===== src/rtl/echo_meas_pkg.sv =====
// Shared types and constants for the multi-channel echo pulse-width meter.
package echo_meas_pkg;

  typedef enum logic [1:0] {
    IDLE  = 2'd0,
    ARMED = 2'd1,
    HIGH  = 2'd2,
    DONE  = 2'd3
  } ch_state_t;

  localparam logic [1:0] ERR_OK     = 2'b00;
  localparam logic [1:0] ERR_NOECHO = 2'b01;
  localparam logic [1:0] ERR_OVR    = 2'b10;

  function automatic longint max_of(input longint a, input longint b);
    return (a > b) ? a : b;
  endfunction

endpackage


===== src/rtl/echo_meas_ch.sv =====
// One echo channel: input synchroniser, measurement FSM, saturating counter
// and result registers that hold until the next measurement completes.
//
// state | meaning
// IDLE  | waiting for start
// ARMED | counting wait cycles until a new rising echo edge or timeout
// HIGH  | counting echo-high cycles until falling edge or overrange
// DONE  | one-cycle done pulse, results updated, back to IDLE
module echo_meas_ch
  import echo_meas_pkg::*;
#(
  parameter int CNT_W    = 24,
  parameter int WAIT_MAX = 1000000,
  parameter int HIGH_MAX = 3800000,
  parameter int SYNC_STG = 2
) (
  input  logic             clk,
  input  logic             rst_n,
  input  logic             echo,
  input  logic             start,
  output logic             busy,
  output logic             done,
  output logic [CNT_W-1:0] meas,
  output logic [1:0]       err
);

  localparam longint CNT_RANGE = longint'(1) << CNT_W;

  if (SYNC_STG < 2) begin : g_bad_sync
    $error("echo_meas_ch: SYNC_STG must be at least 2");
  end
  if (CNT_RANGE <= max_of(longint'(WAIT_MAX), longint'(HIGH_MAX))) begin : g_bad_width
    $error("echo_meas_ch: CNT_W too narrow for WAIT_MAX/HIGH_MAX");
  end

  localparam logic [CNT_W-1:0] WAIT_LIM = CNT_W'(WAIT_MAX);
  localparam logic [CNT_W-1:0] HIGH_LIM = CNT_W'(HIGH_MAX);

  ch_state_t          state_q, state_d;
  logic [SYNC_STG-1:0] sync_q;
  logic               echo_s, echo_d;
  logic               rise, fall;
  logic [CNT_W-1:0]   cnt_q, cnt_d, cnt_inc;
  logic [CNT_W-1:0]   meas_q, meas_d;
  logic [1:0]         err_q, err_d;

  assign echo_s  = sync_q[SYNC_STG-1];
  assign rise    = echo_s & ~echo_d;
  assign fall    = ~echo_s & echo_d;
  assign cnt_inc = (cnt_q == '1) ? cnt_q : cnt_q + CNT_W'(1);

  always_ff @(posedge clk or negedge rst_n) begin
    if (!rst_n) begin
      sync_q  <= '0;
      echo_d  <= 1'b0;
      state_q <= IDLE;
      cnt_q   <= '0;
      meas_q  <= '0;
      err_q   <= ERR_OK;
    end else begin
      sync_q  <= {sync_q[SYNC_STG-2:0], echo};
      echo_d  <= echo_s;
      state_q <= state_d;
      cnt_q   <= cnt_d;
      meas_q  <= meas_d;
      err_q   <= err_d;
    end
  end

  always_comb begin
    state_d = state_q;
    cnt_d   = cnt_q;
    meas_d  = meas_q;
    err_d   = err_q;
    case (state_q)
      IDLE: begin
        if (start) begin
          state_d = ARMED;
          cnt_d   = '0;
        end
      end
      ARMED: begin
        // Only a fresh edge starts a measurement; a level already high is ignored.
        if (rise) begin
          state_d = HIGH;
          cnt_d   = CNT_W'(1);
        end else if (cnt_inc >= WAIT_LIM) begin
          state_d = DONE;
          cnt_d   = cnt_inc;
          meas_d  = '0;
          err_d   = ERR_NOECHO;
        end else begin
          cnt_d = cnt_inc;
        end
      end
      HIGH: begin
        if (fall) begin
          state_d = DONE;
          meas_d  = cnt_q;
          err_d   = ERR_OK;
        end else if (cnt_q >= HIGH_LIM) begin
          state_d = DONE;
          meas_d  = HIGH_LIM;
          err_d   = ERR_OVR;
        end else begin
          cnt_d = cnt_inc;
        end
      end
      DONE: state_d = IDLE;
      default: state_d = IDLE;
    endcase
  end

  assign busy = (state_q == ARMED) || (state_q == HIGH);
  assign done = (state_q == DONE);
  assign meas = meas_q;
  assign err  = err_q;

endmodule


===== src/rtl/echo_meas_multi.sv =====
// N_CH independent echo pulse-width meters with packed result buses.
module echo_meas_multi
  import echo_meas_pkg::*;
#(
  parameter int N_CH     = 4,
  parameter int CNT_W    = 24,
  parameter int WAIT_MAX = 1000000,
  parameter int HIGH_MAX = 3800000,
  parameter int SYNC_STG = 2
) (
  input  logic                  clk,
  input  logic                  rst_n,
  input  logic [N_CH-1:0]       echo,
  input  logic [N_CH-1:0]       start,
  output logic [N_CH-1:0]       busy,
  output logic [N_CH-1:0]       done,
  output logic [N_CH*CNT_W-1:0] meas,
  output logic [N_CH*2-1:0]     err
);

  for (genvar k = 0; k < N_CH; k++) begin : g_ch
    echo_meas_ch #(
      .CNT_W    (CNT_W),
      .WAIT_MAX (WAIT_MAX),
      .HIGH_MAX (HIGH_MAX),
      .SYNC_STG (SYNC_STG)
    ) u_ch (
      .clk   (clk),
      .rst_n (rst_n),
      .echo  (echo[k]),
      .start (start[k]),
      .busy  (busy[k]),
      .done  (done[k]),
      .meas  (meas[k*CNT_W +: CNT_W]),
      .err   (err[k*2 +: 2])
    );
  end

endmodule


===== config.mk =====
export PLATFORM = sky130hd
export DESIGN_NAME = echo_meas_multi
export DESIGN_NICKNAME = d
export VERILOG_FILES = /design/src/rtl/echo_meas_pkg.sv /design/src/rtl/echo_meas_ch.sv /design/src/rtl/echo_meas_multi.sv
export SDC_FILE = /design/constraint.sdc
export NUM_CORES = 1
export LEC_CHECK = 0
export ABC_AREA = 1
export CAP_MARGIN = 20
export CORE_ASPECT_RATIO = 1.25
export CORE_UTILIZATION = 35
export CTS_CLUSTER_DIAMETER = 120
export DETAILED_ROUTE_END_ITERATION = 10
export RECOVER_POWER = 100
export SLEW_MARGIN = 10
export SYNTH_ARGS = -nofsm -noshare
export SYNTH_HDL_FRONTEND = slang
export SYNTH_SLANG_ARGS = --single-unit

===== constraint.sdc =====
create_clock -name clk -period 3.38 [get_ports clk]
set_input_delay 0.676 -clock clk [delete_from_list [all_inputs] [get_ports clk]]
set_output_delay 0.676 -clock clk [all_outputs]
set_load 0.005 [all_outputs]

==> results.yml, run 1 <==
run_status:
  status: "finished, violations left"
  violations: "DRC, capacitance limit, slew limit"
die:
  die-area_sq_um: 40000
  die_x_um: 179
  design.core.area_sq_um: 38400
  num_rows: 80
  die_h_um: 223
  start_util_pct: 35.7
  pin_count: 122
flow_run:
  drv_cap: 1
synth:
  ys_types: 38
  synth_nets: 1974
  async_flop_share_pct: 100
  syn_avg_cell_area_sq_um: 7.07
  yosysWarnings: 0
  synth-seq-cells: 220
  synth.top_cells.by_area: "dfrtp_1 40%, nand2_1 17%, nand3_1 6.6%"
  synth_top_area_cell: "dfrtp_1"
  yosysSeqAreaShare_pct: 40.2
  synth-main-ff-cell: "dfrtp_1"
  synth_edf_count: 0
  syn_area_sq_um: 13700
  yosysMostFrequentCell: "nand2_1"
  synth_cells: 1940
  synth_top_cell_area_share_pct: 40.2
  synth_common_cells: "611 x nand2_1, 220 x dfrtp_1, 198 x nor2_1"
drt:
  via_per_inst: 5.05
  antenna_left: 0
  wl_per_cell_um: 15.3
  drtIter0Drc: 878
  drc: 22
  drtPass1Iterations: 9
  vias: 12900
  routed_wl_mm: 39.1
final_layout:
  antennaDiodeCount: 0
  nNetsFinal: 2077
  drive_gt1_share_pct: 6.98
  fillCellCount: 4051
  multi_input_area_sq_um: 7040
  area_growth_pct: 17.6
  area.sequential_sq_um: 5510
  post-route-util_pct: 41.9
timing:
  layout_worst_path_cycle_share_pct: 93.0
  worstMarginPinSlew_ns: 1.66
  hold_slack_ns: 0.346
  clock.fmax_mhz: 318
  setup_viol: 0
  finalWorstSetupSlack_ns: 0.237
  maxSlewHeadroom_pct: -10.4
  finalSetupTns_ns: 0
  fin_crit_ns: 3.14
  rsz0062_at_grt: "no"
  hold_viol: 0
  drv_slew: 62
  skew_ns: 0.0206
critical_path:
  cp_slowest_cell: "dfrtp_1"
  cp-end-kind: "register"
  slowest_delay_ns: 0.44
  critPathKind: "register to register"
  cp_max_fo: 26
  required_ns: 3.85
  crit_chain: "ha_1 -> inv_2 -> nor2_2 -> nand2_4 -> nor2_2 -> nand2_4 -> nand2_1 -> nand3_1 -> nor2_4 -> nand3_2 -> nand3_4 -> buf_4 -> nand3b_1 -> nand2_1"
  cp-start-kind: "register"
  arrival_ns: 3.61
clocking:
  postCtsSetupBuffers: 0
  cts_root_buf: "clkbuf_16"
  htree_num_levels: 1
  cts_tree: "done"
  insertion_delay_ns: 0.55
  clkTransAtPathRegs_ns: 0.06
  max-clock-path-buffers: 3
  cts_buffers: 26
  cts_sinks: 220
global_route:
  antenna_found_initial: 0
  grt_max_degree: 77
  grt_pass1_vias: 12400
  grt.overflow.total: 0
  grt_pass1_wl_mm: 63.9
  grt_usage_pct: 19.8
power_and_ir_drop:
  clkPwrFrac_pct: 28.9
  power.density_nw_per_um2: 632
  fin_total_pwr_uw: 10200
  p_int_uw: 6030
  irDropWorstVdd_mv: 0.669
  combPwrFrac_pct: 39.5
  p_seq_share_pct: 31.6
  leakagePower_uw: 0.00757
  p_switching_uw: 4160
  swShare_pct: 40.8
place:
  dp_hpwl_mm: 28.6
  portBuffers: 121
  place_ws_ns: 0.101
  place_congestion: 0.947
hold_path:
  worstHoldPathType: "register to register"
==> flip-flops by register name, indices dropped and copies added, names as in the netlist <==
name,cells
g_ch.u_ch.sync_q,8
g_ch.u_ch.state_q,8
g_ch.u_ch.meas,96
g_ch.u_ch.cnt_q,96
g_ch.u_ch.err,8
g_ch.u_ch.echo_d,4
==> metal layers <==
layer	GRT usage (%)	wire length (um)	up-vias
li1	-	-	6500
met1	25.3	17300	6016
met2	34.1	19000	322
met3	1.99	1540	68
met4	7.27	1260	0
met5	0	0	-
==> layout by cell type, fill, tap and decap left out, drive strengths merged <==
cell type,synthesis,routed
clkbuf,33,43
bufinv,0,3
inv,181,181
clkinvlp,0,4
o21ai,189,189
buf,39,16
o2111ai,1,1
o221ai,3,3
o31ai,3,3
clkdlybuf4s50,0,4
nand4,44,44
a31oi,2,2
nor2,223,223
a21oi,24,24
nand2,658,658
clkinv,1,10
nor3,15,15
nand3,193,193
xor2,19,19
or2,2,2
ha,24,24
o211ai,6,6
dfrtp,220,220
o22ai,15,15
dlygate4sd3,0,116
a21boi,1,1
nand3b,42,42
o21bai,2,2
==> path summary, 6_finish.rpt <==
kind	to	slack [ns]	cells past startpoint	start
worst max register to register	g_ch[3].u_ch.meas[9]	0.24	14	g_ch[3].u_ch.cnt_q[0]
worst min register to register	g_ch[2].u_ch.sync_q[1]	0.35	0	g_ch[2].u_ch.sync_q[0]
worst max-delay path	g_ch[3].u_ch.meas[9]	0.24	14	g_ch[3].u_ch.cnt_q[0]
min in group asynchronous	g_ch[2].u_ch.meas[4]	0.50	1	rst_n
max in group asynchronous	g_ch[3].u_ch.meas[21]	0.57	2	rst_n
worst min-delay path	g_ch[2].u_ch.sync_q[1]	0.35	0	g_ch[2].u_ch.sync_q[0]
==> kinds of logic after synthesis <==
group                      synth area share, %
adders and majority gates                 2.19
xor gates and xnor gates                  1.21
and+or+nand+nor                           38.8
DFF                                       40.2
AOI/OAI and AO/OA                         9.46
buffers and inverters                     8.19
==> metrics by stage <==
stage | cell area [sq um] | std cells
floorplan | 13700 | 1940
global placement | 15300 | 2505
detailed placement | 15300 | 2506
CTS | 16200 | 2554
global route | 16100 | 2555
finish | 16100 | 2555
==> worst max-delay path: cells and delay by family (launching register included) <==
family / cells / cell delay (ns)
adders and majority gates: 1 / 0.40
buffers and inverters: 2 / 0.33
DFF: 1 / 0.44
and+or+nand+nor: 11 / 1.88
==> power groups by stage <==
stage / logic [uW] / registers, uW / clock network, uW
6_report: 4030 / 3220 / 2940
5_1_grt: 4540 / 3260 / 3130
4_1_cts: 4280 / 3240 / 3050
2_1_floorplan: 3120 / 3250 / 0
3_3_place_gp: 4210 / 3280 / 0
3_5_place_dp: 4260 / 3280 / 0
==> final cells by class <==
cell class	instances	share of cell area [%]
clock buffers	32	4.56
clock inverters	16	1.02
inverters	182	4.24
multi-input cells	1466	43.7
flip-flops and latches	220	34.1
well taps	492	3.82
repair buffers	147	8.52
==> what timing repair did <==
item,CTS,global route
endpoints found under the setup margin,0,47
resized for setup,0,2
hold buffers,0,0
No activity file was read; power rests on OpenSTA's default activity.
==> inputs of run 2 (changes only) <==
GPL_TIMING_DRIVEN = 1   (was default)
==> results of run 2 <==
Same layout as run 1: the final DEF is identical, and so are final timing and power.
